===== src/rtl/cpu_bus_pkg.sv =====
// Shared definitions for the CPU internal data bus: arbiter state encoding
// and source indices.
package cpu_bus_pkg;

    // Arbiter ownership states (2-bit encoding).
    typedef enum logic [1:0] {
        IDLE = 2'd0,
        OWN0 = 2'd1,
        OWN1 = 2'd2
    } arb_state_e;

    // Source indices; also the bus mux select values.
    localparam logic SRC0 = 1'b0;
    localparam logic SRC1 = 1'b1;

    // Bus byte width.
    localparam int BUS_W = 8;

    // Ownership state that grants a given source.
    function automatic arb_state_e own_state(input logic src);
        return (src == SRC1) ? OWN1 : OWN0;
    endfunction

endpackage


===== src/rtl/bus_arbiter8_mux.sv =====
// 2:1 bus mux, one bit-slice per data bit; sel = 0 picks a, sel = 1 picks b.
module bus_arbiter8_mux #(
    parameter int VEC_W = 8
) (
    input  logic [VEC_W-1:0] a,
    input  logic [VEC_W-1:0] b,
    input  logic             sel,
    output logic [VEC_W-1:0] y
);

    // Purely combinational select, replicated per bit.
    for (genvar i = 0; i < VEC_W; i++) begin : g_bit
        assign y[i] = sel ? b[i] : a[i];
    end

endmodule


===== src/rtl/bus_arbiter8.sv =====
// Round-robin arbiter for the shared 8-bit internal data bus. Two sources,
// one consumer with a valid/ready handshake; ownership is released on the
// last beat, on an abandoned request, or after MAX_BURST beats.
module bus_arbiter8
    import cpu_bus_pkg::*;
#(
    parameter int MAX_BURST = 8
) (
    input  logic             clk,
    input  logic             rst_n,
    input  logic             req0,
    input  logic             req1,
    input  logic [BUS_W-1:0] data0,
    input  logic [BUS_W-1:0] data1,
    input  logic             last0,
    input  logic             last1,
    output logic             gnt0,
    output logic             gnt1,
    output logic             sel,
    output logic [BUS_W-1:0] bus_data,
    output logic             bus_valid,
    input  logic             bus_ready,
    output logic             busy
);

    localparam int CW = $clog2(MAX_BURST + 1);

    arb_state_e    state_q, state_d;
    logic          prio_q, prio_d;
    logic          sel_q, sel_d;
    logic [CW-1:0] cnt_q, cnt_d;
    logic [CW-1:0] cnt_inc;

    logic own;        // a grant is held
    logic own_src;    // which source owns the bus (valid when own)
    logic cur_req;
    logic cur_last;
    logic oth_req;
    logic beat;
    logic expire;     // this beat is the MAX_BURST-th of the grant
    logic rel;        // ownership ends at this edge

    assign own      = (state_q != IDLE);
    assign own_src  = (state_q == OWN1) ? SRC1 : SRC0;
    assign cur_req  = (own_src == SRC1) ? req1  : req0;
    assign cur_last = (own_src == SRC1) ? last1 : last0;
    assign oth_req  = (own_src == SRC1) ? req0  : req1;

    // Valid follows the owner's request directly, so a dropped request
    // removes valid in the same cycle.
    assign bus_valid = own & cur_req;
    assign beat      = bus_valid & bus_ready;
    assign cnt_inc   = cnt_q + 1'b1;
    assign expire    = (cnt_inc == CW'(MAX_BURST));
    assign rel       = own & (~cur_req | (beat & (cur_last | expire)));

    // Grants and busy come straight from the state register.
    assign gnt0 = (state_q == OWN0);
    assign gnt1 = (state_q == OWN1);
    assign busy = own;
    assign sel  = sel_q;

    // State, pointer, select and beat counter registers.
    always_ff @(posedge clk or negedge rst_n) begin
        if (!rst_n) begin
            state_q <= IDLE;
            prio_q  <= SRC0;
            sel_q   <= SRC0;
            cnt_q   <= '0;
        end else begin
            state_q <= state_d;
            prio_q  <= prio_d;
            sel_q   <= sel_d;
            cnt_q   <= cnt_d;
        end
    end

    // Next-state: grant in IDLE, release/hand-over/re-grant while owning.
    always_comb begin
        state_d = state_q;
        prio_d  = prio_q;
        cnt_d   = cnt_q;
        unique case (state_q)
            IDLE: begin
                cnt_d = '0;
                if (req0 && req1) state_d = own_state(prio_q);
                else if (req0)    state_d = OWN0;
                else if (req1)    state_d = OWN1;
            end
            OWN0, OWN1: begin
                if (rel) begin
                    // Any release hands priority to the other source. A pure
                    // timeout with nobody else waiting re-grants the owner.
                    prio_d = ~own_src;
                    cnt_d  = '0;
                    if (oth_req)               state_d = own_state(~own_src);
                    else if (beat && !cur_last) state_d = state_q;
                    else                       state_d = IDLE;
                end else if (beat) begin
                    cnt_d = cnt_inc;
                end
            end
            default: begin
                state_d = IDLE;
                cnt_d   = '0;
            end
        endcase
    end

    // Select tracks the next owner and holds its last value through IDLE.
    always_comb begin
        sel_d = sel_q;
        if (state_d == OWN0)      sel_d = SRC0;
        else if (state_d == OWN1) sel_d = SRC1;
    end

    bus_arbiter8_mux #(.VEC_W(BUS_W)) u_mux (
        .a   (data0),
        .b   (data1),
        .sel (sel_q),
        .y   (bus_data)
    );

endmodule


===== config.mk =====
export PLATFORM = sky130hd
export DESIGN_NAME = bus_arbiter8
export DESIGN_NICKNAME = d
export VERILOG_FILES = /design/src/rtl/cpu_bus_pkg.sv /design/src/rtl/bus_arbiter8_mux.sv /design/src/rtl/bus_arbiter8.sv
export SDC_FILE = /design/constraint.sdc
export NUM_CORES = 1
export LEC_CHECK = 0
export ABC_AREA = 1
export ABC_CLOCK_PERIOD_IN_PS = 2400
export CAP_MARGIN = 10
export CORE_MARGIN = 1
export CORE_UTILIZATION = 39
export DETAILED_ROUTE_END_ITERATION = 7
export PLACE_DENSITY = 0.89
export SLEW_MARGIN = 15
export SYNTH_ARGS = -nofsm -noshare
export SYNTH_HDL_FRONTEND = slang
export SYNTH_SLANG_ARGS = --single-unit

===== constraint.sdc =====
create_clock -name clk -period 2.4 [get_ports clk]
set_input_delay 0.48 -clock clk [delete_from_list [all_inputs] [get_ports clk]]
set_output_delay 0.48 -clock clk [all_outputs]
set_load 0.1 [all_outputs]

==> impl_results.md, run 1 <==
* DR vias/cell at roughly 5.0
* Fmax at roughly 460 MHz
* Syn avg cell area at roughly 7.5 sq um
* Final setup vio count at 0
* Congestion Overflow GR at 0
* Synth Instances at 94
* Die ar. at slightly below 2000 sq um
* WP buf/inv at 2
* Core box area at about 1700 sq um
* FF/Latch Area at 200 sq um
* Final period utilization at 89.9%
* GRT Overall Usage at 21.3%
* H-tree depth at 1
* Yosys reg bits at 8
* Total Power at 1.82 mW
* Initial core utilization at between 40% and 50%
* FILL cells at 131
* Hold Fails Final Rpt at 0
* Yosys warning count at 0
* Resized Gates After CTS at 0
* Share of layout cells above drive strength 1 at 30.3%
* Most common cell on crit path: nand2_1
* Post-DP HPWL at about 1600 um
* Worst-path clk slew at 0.05 ns
* TritonRoute pass-1 iters at 4
* Crit path capture type: flop
* First-pass GRT wire length at 3060 um
* Cts hold-fix bufs at 0
* Ports at 36
* Inserted Clock Buffers at 3
* I/O Buffers at 35
* CTS Root Cell: clkbuf_4
* Crit path DAT at 2.29 ns
* Vias in the first global route at between 700 and 800
* Power density cells at 1460 nW/um^2
* Final antenna diode count at 0
* Worst Hold Class: in -> async
* Peak supply drop at just over 1000 uV
* Routability cong. at just under 0.9
* CP Class: in -> reg
* Unrepaired setup endpoints after global routing: no
* Max transition margin at between 70 and 80%
* DIE HEIGHT at 44.5 um
* Total wire length at 1860 um
* Clock Latency Late Sink at 0.25 ns
* Initial antenna violation count at 0
* Max-cap violations at 0
* # nets final at 163
* Final instance area at between 1000 and 1500 sq um
* Syn-to-layout area delta at 77.0%
* Worst endpoint required time at 2.53 ns
* CP Max Fanout at 6
* Count of pins over their slew limit at 0
* CTS tree: built
* Std-Cell Rows at 15
* Netlist cell types at 18
* Cell family with most CP delay: simple AND/OR/NAND/NOR gates
* Syn nets at 123
* Final non-filler cell total at roughly 160
* Routed len/inst at ~12 um
* Largest net degree at the start of global routing at 11
* Buffer count from post-CTS setup fixing at 0
* Register area share after synthesis at between 20 and 30%
* Crit start category: primary input
* Cells along the critical path: clkdlybuf4s50_1 > or2_2 > a21oi_1 > nand2_1 > nand2_1 > nand4_1 > nand3_1 > nand2_1 > inv_1 > ha_1 > nand2_1 > o21ai_0
* Final Skew at roughly 0.0022 ns
* Die Span X at approximately 45 um
* Worst r2r src: state_q[0]
* Worst R2R End: sel
* Placed insts at approximately 150
* Largest stage delay, worst path at 0.49 ns
* Number of remaining DRC errors at 0
* Slew @ Worst Pin at between 0.3 and 0.4 ns
* Leak pwr at approximately 0.58 nW
* Multi-input combinational cell area at a little under 500 sq um
* Synth Cell Area at approximately 710 sq um
* Antenna viol nets, final at 0
* DP Area at around 1200 sq um
* Flop2flop setup slack at 0.28 ns
* Max Buffers Root-to-Sink at 2
* Tmin final at about 2.2 ns
* DR iter-0 viols at 12
* Critical path's slowest cell: clkdlybuf4s50_1
* Status: finished, final reports clean
* Sink Count at 8
* Vias at a little under 800
* FF-to-FF path depth at 16
[metal layers]
metal	track usage (%)	wire length, um
met5	0	0
met4	7.27	17
met3	8.16	170
met2	40.6	1010
met1	20.7	659
[final cells by class]
class	instances	share of cell area (%)
multi-input combinational	71	38.8
timing repair buffer	36	36.1
sequential	8	16.0
inverter	14	4.81
tap	25	2.51
clock buffer	3	1.80
[cell families after synthesis]
group           synth area share (%)
buf+inv                         7.98
simple gates                    31.0
compound gates                  6.74
flops                           28.4
mux                             12.8
fa+ha+maj                       10.6
xor+xnor                        2.48
[worst max-delay path by stage]
stage	end	start	depth (start not counted)	slack [ns]
5_1_grt	sel	state_q[0]	16	0.02
3_3_place_gp	sel	req1	13	0.09
6_report	sel	req1	12	0.24
4_1_cts	sel	req1	12	0.25
2_1_floorplan	sel	state_q[1]	14	0.001
3_5_place_dp	sel	req1	12	-0.02
[flip-flops by register name, indices dropped and copies added, names as in the netlist]
register  count
sel           1
cnt_q         4
prio_q        1
state_q       2
[worst reg2reg max path, delay by kind of cell (launching register included)]
| family | cells | cell delay [ns] |
|---|---|---|
| buffers and inverters | 3 | 0.27 |
| and+or+nand+nor | 10 | 0.80 |
| adders and majority gates | 2 | 0.45 |
| AOI/OAI and AO/OA | 1 | 0.07 |
| DFF | 1 | 0.41 |
[cells in the final DEF, fill, tap and decap left out]
master           Yosys  layout
inv_1               13      10
ha_4                 0       2
mux2_2               8       8
o31ai_1              1       1
clkbuf_4             0       3
clkinvlp_4           0       2
buf_4                0       4
nand3_4              0       1
nand3_1              9       9
nand3_2              2       1
dfrtp_1              8       8
inv_2                1       2
nand4_1              3       3
nand2_1             24      23
a21oi_1              4       4
o21ai_0              4       4
clkdlybuf4s50_1      0      22
or2_2                1       1
nand2_2              4       5
xor2_1               2       2
nor2_1               2       2
nor2_2               1       1
ha_1                 6       4
buf_12               0      10
[power breakdown]
group / switching [mW] / internal [mW] / total [mW]
Combinational: 0.979 / 0.508 / 1.49
Sequential: 0.0627 / 0.175 / 0.238
Clock: 0.0402 / 0.0568 / 0.0970
[through the flow]
step	util (%)	setup WS (ns)	TNS (ns)	hold slack (ns)
final	73.1	0.242	0	0.499
after global routing	73.1	0.0207	0	0.517
after CTS	73.1	0.245	0	0.509
after detailed placement	71.8	-0.0196	-0.0196	0.527
after global placement	71.8	0.0899	0	0.511
after floorplan	-	0.00106	0	0.184
[Yosys cell counts, drive strengths merged]
library cell | instances | area [sq um]
nand2 | 28 | 115
inv | 14 | 52.6
nand3 | 11 | 65.1
dfrtp | 8 | 200
mux2 | 8 | 90.1
ha | 6 | 75.1
a21oi | 4 | 20.0
o21ai | 4 | 20.0
nand4 | 3 | 18.8
nor2 | 3 | 13.8
xor2 | 2 | 17.5
clkbuf | 1 | 3.75
o31ai | 1 | 7.51
or2 | 1 | 6.26
Note: power is estimated with default switching activity, not from simulation.
==> run 2, diff against run 1 <==
--- a/config.mk
+++ b/config.mk
@@ -11,6 +11,7 @@
 export CORE_MARGIN = 1
 export CORE_UTILIZATION = 39
 export DETAILED_ROUTE_END_ITERATION = 7
+export HOLD_SLACK_MARGIN = 0.03
 export PLACE_DENSITY = 0.89
 export SLEW_MARGIN = 15
 export SYNTH_ARGS = -nofsm -noshare
==> results of run 2 <==
The final DEF is identical to that of run 1; final timing and power are the same.
==> run 3, diff against run 2 <==
--- a/config.mk
+++ b/config.mk
@@ -13,7 +13,6 @@
 export DETAILED_ROUTE_END_ITERATION = 7
 export HOLD_SLACK_MARGIN = 0.03
 export PLACE_DENSITY = 0.89
-export SLEW_MARGIN = 15
 export SYNTH_ARGS = -nofsm -noshare
 export SYNTH_HDL_FRONTEND = slang
 export SYNTH_SLANG_ARGS = --single-unit
==> results of run 3 <==
The final DEF is identical to that of run 1; final timing and power are the same.
